`config.mk`:
```
export PLATFORM = sky130hd
export DESIGN_NAME = reqfifo_banked
export DESIGN_NICKNAME = d
export VERILOG_FILES = /design/src/rtl/reqfifo_pkg.sv /design/src/rtl/reqfifo_bank_q.sv /design/src/rtl/reqfifo_banked.sv
export SDC_FILE = /design/constraint.sdc
export NUM_CORES = 2
export LEC_CHECK = 0
export ABC_AREA = 1
export BUFFER_PORTS_ARGS = -buffer_cell sky130_fd_sc_hd__buf_2
export CORE_AREA = 2 2 531 533
export DETAILED_ROUTE_END_ITERATION = 12
export DIE_AREA = 0 0 533 535
export PLACE_DENSITY = 0.42
export SETUP_SLACK_MARGIN = 0.15
export SYNTH_ARGS = -nofsm -noshare
export SYNTH_HDL_FRONTEND = slang
export SYNTH_SLANG_ARGS = --single-unit
```
`constraint.sdc`:
```
create_clock -name clk -period 33.9 [get_ports clk]
set_clock_uncertainty 0.1 [all_clocks]
set_input_delay 1.695 -clock clk [delete_from_list [all_inputs] [get_ports clk]]
set_output_delay 1.695 -clock clk [all_outputs]
set_load 0.02 [all_outputs]
```
`src/rtl/reqfifo_pkg.sv`:
```
// Shared types for the banked operand request FIFO: queued entry layout,
// per-bank arbitration outcome and a constant log2 helper.
package reqfifo_pkg;

    // Entry fields are sized for the widest supported row/ocid; users slice down.
    localparam int ROW_W_MAX  = 16;
    localparam int OCID_W_MAX = 15;

    typedef struct packed {
        logic [ROW_W_MAX-1:0]  row;
        logic [OCID_W_MAX-1:0] ocid;
        logic                  src_sel;
    } req_entry_t;

    typedef enum logic [1:0] {
        ARB_IDLE = 2'd0,
        ARB_WR   = 2'd1,
        ARB_RD   = 2'd2
    } arb_e;

    function automatic int clog2(input int n);
        int r;
        r = 0;
        for (int i = 0; i < 32; i++) begin
            if ((1 << r) < n) r = r + 1;
        end
        return r;
    endfunction

endpackage

```
`src/rtl/reqfifo_bank_q.sv`:
```
// Single-bank request FIFO: up to two pushes (tail, tail+1) and one pop per cycle,
// exposing the head entry and the occupancy count.
module reqfifo_bank_q
    import reqfifo_pkg::*;
#(
    parameter  int DEPTH = 4,
    localparam int PTR_W = clog2(DEPTH),
    localparam int CNT_W = PTR_W + 1
) (
    input  logic             clk,
    input  logic             rst,
    input  logic [1:0]       push_n,
    input  req_entry_t       push0,
    input  req_entry_t       push1,
    input  logic             pop,
    output req_entry_t       head,
    output logic [CNT_W-1:0] count
);

    req_entry_t       mem_q [DEPTH];
    logic [PTR_W-1:0] rd_ptr_q, rd_ptr_d;
    logic [PTR_W-1:0] wr_ptr_q, wr_ptr_d;
    logic [PTR_W-1:0] wr_ptr_inc;
    logic [CNT_W-1:0] count_q, count_d;

    // Pointer arithmetic relies on DEPTH being a power of two to wrap for free.
    always_comb begin
        wr_ptr_inc = wr_ptr_q + 1'b1;
        wr_ptr_d   = wr_ptr_q + PTR_W'(push_n);
        rd_ptr_d   = rd_ptr_q + PTR_W'(pop);
        count_d    = count_q + CNT_W'(push_n) - CNT_W'(pop);
    end

    always_ff @(posedge clk or posedge rst) begin
        if (rst) begin
            rd_ptr_q <= '0;
            wr_ptr_q <= '0;
            count_q  <= '0;
        end else begin
            rd_ptr_q <= rd_ptr_d;
            wr_ptr_q <= wr_ptr_d;
            count_q  <= count_d;
        end
    end

    always_ff @(posedge clk) begin
        if (push_n != 2'd0) mem_q[wr_ptr_q]   <= push0;
        if (push_n == 2'd2) mem_q[wr_ptr_inc] <= push1;
    end

    assign head  = mem_q[rd_ptr_q];
    assign count = count_q;

    a_count_bound: assert property (@(posedge clk) disable iff (rst) count_q <= CNT_W'(DEPTH));

endmodule

```
`src/rtl/reqfifo_banked.sv`:
```
// Banked operand request queue: per-bank FIFOs of src1/src2 reads merged with
// CDB writebacks, writes first unless a bank's queued reads are being starved.
module reqfifo_banked
    import reqfifo_pkg::*;
#(
    parameter  int NUM_BANKS  = 4,
    parameter  int ROW_W      = 3,
    parameter  int OCID_W     = 3,
    parameter  int DEPTH      = 4,
    parameter  int DATA_W     = 256,
    parameter  int STARVE_MAX = 3,
    localparam int BANK_W     = clog2(NUM_BANKS)
) (
    input  logic                            clk,
    input  logic                            rst,
    input  logic                            src1_valid,
    input  logic [BANK_W-1:0]               src1_bank,
    input  logic [ROW_W-1:0]                src1_row,
    input  logic [OCID_W-1:0]               src1_ocid,
    input  logic                            src2_valid,
    input  logic [BANK_W-1:0]               src2_bank,
    input  logic [ROW_W-1:0]                src2_row,
    input  logic [OCID_W-1:0]               src2_ocid,
    output logic                            req_ready,
    input  logic                            wr_valid,
    input  logic [BANK_W-1:0]               wr_bank,
    input  logic [ROW_W-1:0]                wr_row,
    input  logic [DATA_W-1:0]               wr_data,
    output logic                            wr_ready,
    output logic [NUM_BANKS-1:0]            rf_valid,
    output logic [NUM_BANKS-1:0]            rf_wr,
    output logic [NUM_BANKS*ROW_W-1:0]      rf_addr,
    output logic [NUM_BANKS*(OCID_W+1)-1:0] rf_ocid,
    output logic [NUM_BANKS*DATA_W-1:0]     rf_wdata
);

    localparam int CNT_W = clog2(DEPTH) + 1;
    localparam int STV_W = clog2(STARVE_MAX + 1);
    localparam int OC_W  = OCID_W + 1;

    req_entry_t           src1_entry, src2_entry;
    logic                 accept;
    logic [NUM_BANKS-1:0] room;
    logic [NUM_BANKS-1:0] blocked;

    always_comb begin
        src1_entry         = '0;
        src1_entry.row     = ROW_W_MAX'(src1_row);
        src1_entry.ocid    = OCID_W_MAX'(src1_ocid);
        src1_entry.src_sel = 1'b0;
        src2_entry         = '0;
        src2_entry.row     = ROW_W_MAX'(src2_row);
        src2_entry.ocid    = OCID_W_MAX'(src2_ocid);
        src2_entry.src_sel = 1'b1;
    end

    // Room is judged on pre-pop occupancy so acceptance never depends on arbitration.
    assign req_ready = &room;
    assign accept    = req_ready && (src1_valid || src2_valid);
    assign wr_ready  = ~blocked[wr_bank];

    for (genvar gi = 0; gi < NUM_BANKS; gi++) begin : g_bank
        logic             hit1, hit2;
        logic [1:0]       need;
        logic [1:0]       push_n;
        req_entry_t       push0, push1, head;
        logic [CNT_W-1:0] count;
        logic             pop;
        arb_e             arb;
        logic [STV_W-1:0] starve_q, starve_d;
        logic             rf_valid_q, rf_valid_d;
        logic             rf_wr_q, rf_wr_d;
        logic [ROW_W-1:0] rf_addr_q, rf_addr_d;
        logic [OC_W-1:0]  rf_ocid_q, rf_ocid_d;
        logic [DATA_W-1:0] rf_wdata_q, rf_wdata_d;
        logic             unused_head;

        assign hit1        = src1_valid && (src1_bank == BANK_W'(gi));
        assign hit2        = src2_valid && (src2_bank == BANK_W'(gi));
        assign unused_head = ^head;

        always_comb begin
            need       = 2'(hit1) + 2'(hit2);
            push_n     = accept ? need : 2'd0;
            // When only src2 targets this bank it takes the tail slot itself.
            push0      = hit1 ? src1_entry : src2_entry;
            push1      = src2_entry;
            arb        = ARB_IDLE;
            if (wr_valid && (wr_bank == BANK_W'(gi)) && !blocked[gi]) begin
                arb = ARB_WR;
            end else if (count != '0) begin
                arb = ARB_RD;
            end
            pop        = (arb == ARB_RD);

            starve_d   = starve_q;
            if ((count == '0) || (arb == ARB_RD)) begin
                starve_d = '0;
            end else if ((arb == ARB_WR) && (starve_q != STV_W'(STARVE_MAX))) begin
                starve_d = starve_q + 1'b1;
            end

            rf_valid_d = (arb != ARB_IDLE);
            rf_wr_d    = (arb == ARB_WR);
            rf_addr_d  = '0;
            rf_ocid_d  = '0;
            rf_wdata_d = '0;
            if (arb == ARB_WR) begin
                rf_addr_d  = wr_row;
                rf_wdata_d = wr_data;
            end else if (arb == ARB_RD) begin
                rf_addr_d  = head.row[ROW_W-1:0];
                rf_ocid_d  = {head.src_sel, head.ocid[OCID_W-1:0]};
            end
        end

        assign room[gi]    = (CNT_W'(DEPTH) - count) >= CNT_W'(need);
        assign blocked[gi] = (starve_q == STV_W'(STARVE_MAX)) && (count != '0);

        reqfifo_bank_q #(
            .DEPTH (DEPTH)
        ) u_q (
            .clk    (clk),
            .rst    (rst),
            .push_n (push_n),
            .push0  (push0),
            .push1  (push1),
            .pop    (pop),
            .head   (head),
            .count  (count)
        );

        always_ff @(posedge clk or posedge rst) begin
            if (rst) begin
                starve_q   <= '0;
                rf_valid_q <= 1'b0;
                rf_wr_q    <= 1'b0;
                rf_addr_q  <= '0;
                rf_ocid_q  <= '0;
                rf_wdata_q <= '0;
            end else begin
                starve_q   <= starve_d;
                rf_valid_q <= rf_valid_d;
                rf_wr_q    <= rf_wr_d;
                rf_addr_q  <= rf_addr_d;
                rf_ocid_q  <= rf_ocid_d;
                rf_wdata_q <= rf_wdata_d;
            end
        end

        assign rf_valid[gi]                  = rf_valid_q;
        assign rf_wr[gi]                     = rf_wr_q;
        assign rf_addr[gi*ROW_W +: ROW_W]    = rf_addr_q;
        assign rf_ocid[gi*OC_W +: OC_W]      = rf_ocid_q;
        assign rf_wdata[gi*DATA_W +: DATA_W] = rf_wdata_q;
    end

endmodule

```
# ---- Word-level counts from Yosys, hierarchy flattened
# Memories as Yosys holds them, arrays and structs flattened.
# Cells that the tools add are included.
dict set report op_classes {
  n_mul 0
  muxes 62
  eq_ne 29
  n_addsub 32
  n_div 0
  n_reduce_logical 58
  bitwise_logic 1
  order_cmp 5
  shifts 0
}
# cell count
set ops {}
lappend ops {{2-to-1 mux 256 bit} 4}
lappend ops {{2-to-1 mux 19 bit} 4}
lappend ops {{2-to-1 mux 2 bit} 20}
lappend ops {{== test 2 bit (second input constant)} 18}
lappend ops {{2-to-1 mux 4 bit} 8}
lappend ops {{logical AND 1 bit} 25}
lappend ops {{2-to-1 mux 3 bit} 8}
lappend ops {{nonzero test 2 bit} 12}
lappend ops {{2-to-1 mux 1 bit} 17}
lappend ops {{adder 2 x 1 -> 2 bit (second input constant)} 8}
lappend ops {{== test 2 x 1 -> 1 bit (second input constant)} 7}
lappend ops {{adder 3 x 2 -> 3 bit} 4}
lappend ops {{greater-or-equal comparator 3 x 2 -> 1 bit} 4}
lappend ops {{logical NOT 3 bit} 4}
lappend ops {{nonzero test 3 bit} 4}
lappend ops {{subtractor 3 x 1 -> 3 bit} 4}
lappend ops {{subtractor 3 bit (first input constant)} 4}
lappend ops {{adder 1 x 1 -> 2 bit} 4}
lappend ops {{adder 2 x 1 -> 2 bit} 4}
lappend ops {{adder 2 bit} 4}
lappend ops {{inequality test 2 bit (second input constant)} 4}
lappend ops {{logical NOT 2 bit} 3}
lappend ops {{logical OR 1 bit} 5}
lappend ops {{logical NOT 1 bit} 4}
lappend ops {{4 further kinds} 4}
dict set report totals {
  ramBits 304
  register_bits 1096
  romBits 0
  n_memories 4
  out_inout_bits 1062
  elab_cells 227
  latchBits 0
}
# memory words width rd rd_ports_with_merged_regs write_ports line
set mem_list {}
lappend mem_list {{g_bank[0].u_q.mem_q} 4 19 1 0 2 reqfifo_bank_q.sv:20} ;# req_entry_t mem_q [DEPTH];
lappend mem_list {{g_bank[1].u_q.mem_q} 4 19 1 0 2 reqfifo_bank_q.sv:20}
lappend mem_list {{g_bank[2].u_q.mem_q} 4 19 1 0 2 reqfifo_bank_q.sv:20}
lappend mem_list {{g_bank[3].u_q.mem_q} 4 19 1 0 2 reqfifo_bank_q.sv:20}

# ---- Longest topological paths before layout
dict set report logic_depth {
  ltp_word 10
  mapped_depth 20
  ltp_nobuf 18
}

# ---- Modules after synthesis
# A second synthesis with hierarchy kept.
dict set report unflattened {
  cells_unflattened 6531
  hier_area_um2 63445.8
}
# mod area_each_um2 cells_per_inst n_inst
set modules_own_cells {}
lappend modules_own_cells {reqfifo_banked 33450.8 2739 1}
lappend modules_own_cells {{reqfifo_bank_q at g_bank[0].u_q ...} 7498.4 948 2}
lappend modules_own_cells {{reqfifo_bank_q at g_bank[2].u_q} 7500.9 948 1}
lappend modules_own_cells {{reqfifo_bank_q at g_bank[1].u_q} 7497.2 948 1}

# ---- Worst setup path after synthesis
# Ideal clock, no wire load.
dict set report synth_path {
  path_type {input to output}
  start {input port src1_bank[1]}
  end {output port req_ready}
  path_slack_ns 28.402
  path_buffers 2
  path_stages 13
  t_arrival_ns 3.703
  t_required_ns 32.105
  path_cell_list {inv_1 -> nand3_1 -> clkbuf_1 -> inv_1 -> ha_1 -> ha_1 -> inv_1 -> nand2_1 -> nand2_1 -> nand2_1 -> nand2_2 -> nor2_8 -> buf_6}
}
dict set report synth_between {
  elab_chain_len 5
  elab_cells_between_ends 17
  classes_between {add/sub (4); order compare (4); eq/ne (3); reduce/logical (6)}
}
# item line
set synth_rtl {}
lappend synth_rtl {{from (decl)} reqfifo_banked.sv:17} ;# input logic [BANK_W-1:0] src1_bank,
lappend synth_rtl {{== test 2 x 1 -> 1 bit (tied with other cells)} reqfifo_banked.sv:78} ;# assign hit1 = src1_valid && (src1_bank == BANK_W'(gi));
lappend synth_rtl {{logical AND 1 bit} reqfifo_banked.sv:78}
lappend synth_rtl {{adder 1 x 1 -> 2 bit} reqfifo_banked.sv:83} ;# need = 2'(hit1) + 2'(hit2);
lappend synth_rtl {{greater-or-equal comparator 3 x 2 -> 1 bit} reqfifo_banked.sv:117} ;# assign room[gi] = (CNT_W'(DEPTH) - count) >= CNT_W'(need);
lappend synth_rtl {{AND reduction 4 bit *} reqfifo_banked.sv:58} ;# assign req_ready = &room;
lappend synth_rtl {{to (decl)} reqfifo_banked.sv:24} ;# output logic req_ready,
# Mark *: on every way between the ends. The rest lies on a longest branch, timed or not.

# ---- Worst setup path in the final report
# Ends and elaborated chain as after synthesis.

==> metrics.cfg <==
[yosys]
synth_nets=3745
syn_area_mm2=0.04067
ys_types=37
synth.area.top_cells=dfrtp_1 (67%), nor2_1 (9.9%), edfxtp_1 (7.1%), inv_1 (3.2%), nand3_1 (2.0%)
synthMuxAreaShare=0.005907
synth-seq-cells=1208
synth_top_area_cell=dfrtp_1
synthFlopType=dfrtp_1
yosys_warnings=0
synth.top_cell.area_share=0.6744
synth_fa_ha_area_frac=0.01551
yosys.area_share.simple=0.1386
yosysSeqAreaShare=0.7532
synth_xor_area_frac=0.004307
synth_edf_count=96
synth-async-reset-ratio=0.9073
synth_cells=3415
synth_compound_area_frac=0.02861
avgSynthCellArea_um2=11.91
synth_top_family_by_area=simple AND/OR/NAND/NOR gates

[status]
status=complete, no violations

[finish]
drive_gt1_frac=0.3381
fin_area_mm2=0.05628
nets=5103
fill_cells=30601
area_growth_pct=38.40

[routing]
vias=30332
post_drt_wl_per_cell_um=23.15
first_iter_violations=1927
dr.pass1.iters=5
postRouteAntennaNets=0
wl_um=199400
vias_per_cell=3.522
drc=0

[sta]
max_freq_ghz=0.1615
setup_slack_ns=27.71
finalCritPeriodShare=0.1827
rsz0062_at_grt=false
tightest_slew_ns=1.113
setup_tns_ns=0
drv_slew=0
holdWs_ns=0.3432
relSlewSlack=0.2582
min_period_ns=6.192
hold_viol=0
setup_viol=0

[global_route]
use_met3=0.03805
grt_pass1_vias=30690
antenna_found_initial=64
grt_use_met2=0.2158
grt_pass1_wl_um=266200
use_met1=0.1768
grt_max_degree=181
grt_overflow=0
grt.busiest_layer=met2
gr-usage-all-layers=0.1341

[setup_path]
cp_top_family=simple AND/OR/NAND/NOR gates
critical_path_buf_inv_count=5
cp.arrival_ns=4.40
required_ns=32.10
cp_slowest_stage_delay_ns=0.52
crit_path_start_kind=primary input
end_kind=output pin
critPathMaxFanout=25
crit_chain=buf_2 -> inv_1 -> nand3_1 -> inv_1 -> ha_1 -> ha_1 -> inv_1 -> nand2_1 -> nand2_1 -> nand2_1 -> nand2_2 -> nor2_8 -> buf_2
rrSetupSlack_ns=29.97
crit_type=in2out
slowest_stage=nand3_1

[placed_design]
gp_congestion=0.8810
place_area_mm2=0.05153
portBuffers=1343
place_hpwl_um=155100
post-place-ws_ns=27.59

[pwr]
p_total_uw=3787
power_density_mw_per_mm2=67.29
power_leakage_uw=0.03104
peakVddDrop_mv=0.03577

[clock_tree]
cts.repair.resized=0
root_buffer=clkbuf_16
cts_setup_buffers=0
htree_levels=4
worstSkewPairLatency_ns=0.78
cts-hold-fix-buffers=0
clkSlewWorstSetupHoldPaths_ns=0.06
clk_path_buf_depth=4
clock_sinks=1208
cts_tree=built
cts_buffers=145

[floorplan]
ioPinCount=1344
die_h_um=535
die_area_mm2=0.2852
start_util=0.1458
rows=194
dieWidth_um=533
coreArea_mm2=0.2789

[job]
maxCapViolCount=0

[worst_hold_path]
holdCritPathClass=reg2reg

==> layer usage <==
metal / part of all wire / routed length [µm] / vias up
li1: - / - / 13228
met1: 0.43 / 85520 / 15361
met2: 0.47 / 92840 / 1449
met3: 0.081 / 16110 / 274
met4: 0.024 / 4759 / 20
met5: 0.00065 / 130 / -
==> placed cells by master (no fill, tap or decap), types with 19 or more instances in the layout <==
cell and instances:
nor2_1 1072, edfxtp_1 96, buf_4 31, clkinv_2 19, o21ai_1 37, inv_1 349, ha_1 44, clkbuf_8 25
buf_2 1343, clkbuf_16 145, nand2_1 115, o21ai_0 115, clkbuf_1 29, nand3_1 159, mux2i_1 24, dfrtp_1 1096
==> metrics by stage <==
stage	utilization	cells
after CTS	0.2017	8599
after detailed placement	0.1848	8350
after global routing	0.2017	8602
after global placement	0.1848	8350
after floorplan	-	3415
final	0.2018	8613
==> area by class of cell <==
type	count	area (µm²)	area share
clock buffers	199	4081	0.07251
diodes	14	35.03	0.0006224
clock inverters	50	640.6	0.01138
inverters	366	1404	0.02494
repair buffers	1375	6974	0.1239
well taps	3724	4659	0.08278
flip-flops and latches	1208	30630	0.5442
multi-input cells	1677	7860	0.1396
==> flip-flops by register name, summed over array words and instances (netlist names) <==
register	cells
g_bank.rf_addr_q	12
g_bank.rf_ocid_q	16
g_bank.rf_valid_q	4
g_bank.rf_wdata_q	1024
g_bank.rf_wr_q	4
g_bank.starve_q	8
g_bank.u_q.count	12
g_bank.u_q.mem_q	112
g_bank.u_q.rd_ptr_q	8
g_bank.u_q.wr_ptr_q	8
==> where the power goes <==
group | leakage [µW] | switching, µW | internal (µW)
Combinational | 0.0127 | 458 | 159
Clock | 0.00231 | 654 | 905
Sequential | 0.0160 | 60.3 | 1550
Total | 0.0310 | 1170 | 2620
==> synth_stat cells, types with 16 or more instances <==
master,count
a21oi_1,17
nand2_1,115
o21ai_0,115
clkbuf_1,69
inv_1,350
o21ai_1,37
nor2_1,1072
dfrtp_1,1096
nand3_1,160
buf_2,70
dfxtp_1,16
ha_1,44
edfxtp_1,96
mux2i_1,24
==> final timing paths <==
| kind | startpoint | end | depth (start not counted) |
|---|---|---|---|
| max in group asynchronous | rst | g_bank[3].rf_wdata_q[144] | 7 |
| min in group asynchronous | rst | g_bank[2].rf_wdata_q[39] | 2 |
| hold / removal | g_bank[2].starve_q[0] | g_bank[2].starve_q[0] | 1 |
| hold reg to reg | g_bank[2].starve_q[0] | g_bank[2].starve_q[0] | 1 |
| setup reg to reg | g_bank[0].u_q.count[0] | g_bank[0].rf_wdata_q[199] | 10 |
| setup / recovery | src1_bank[1] | req_ready | 13 |
==> kinds of logic after synthesis <==
logic type | Yosys count
buffers and inverters | 530
XOR/XNOR | 20
AND/OR/NAND/NOR | 1387
AO/OA/AOI/OAI | 198
adder cells (fa/ha/maj) | 48
multiplexers | 24
flip-flops | 1208
Power figures use the tool's default switching activity.
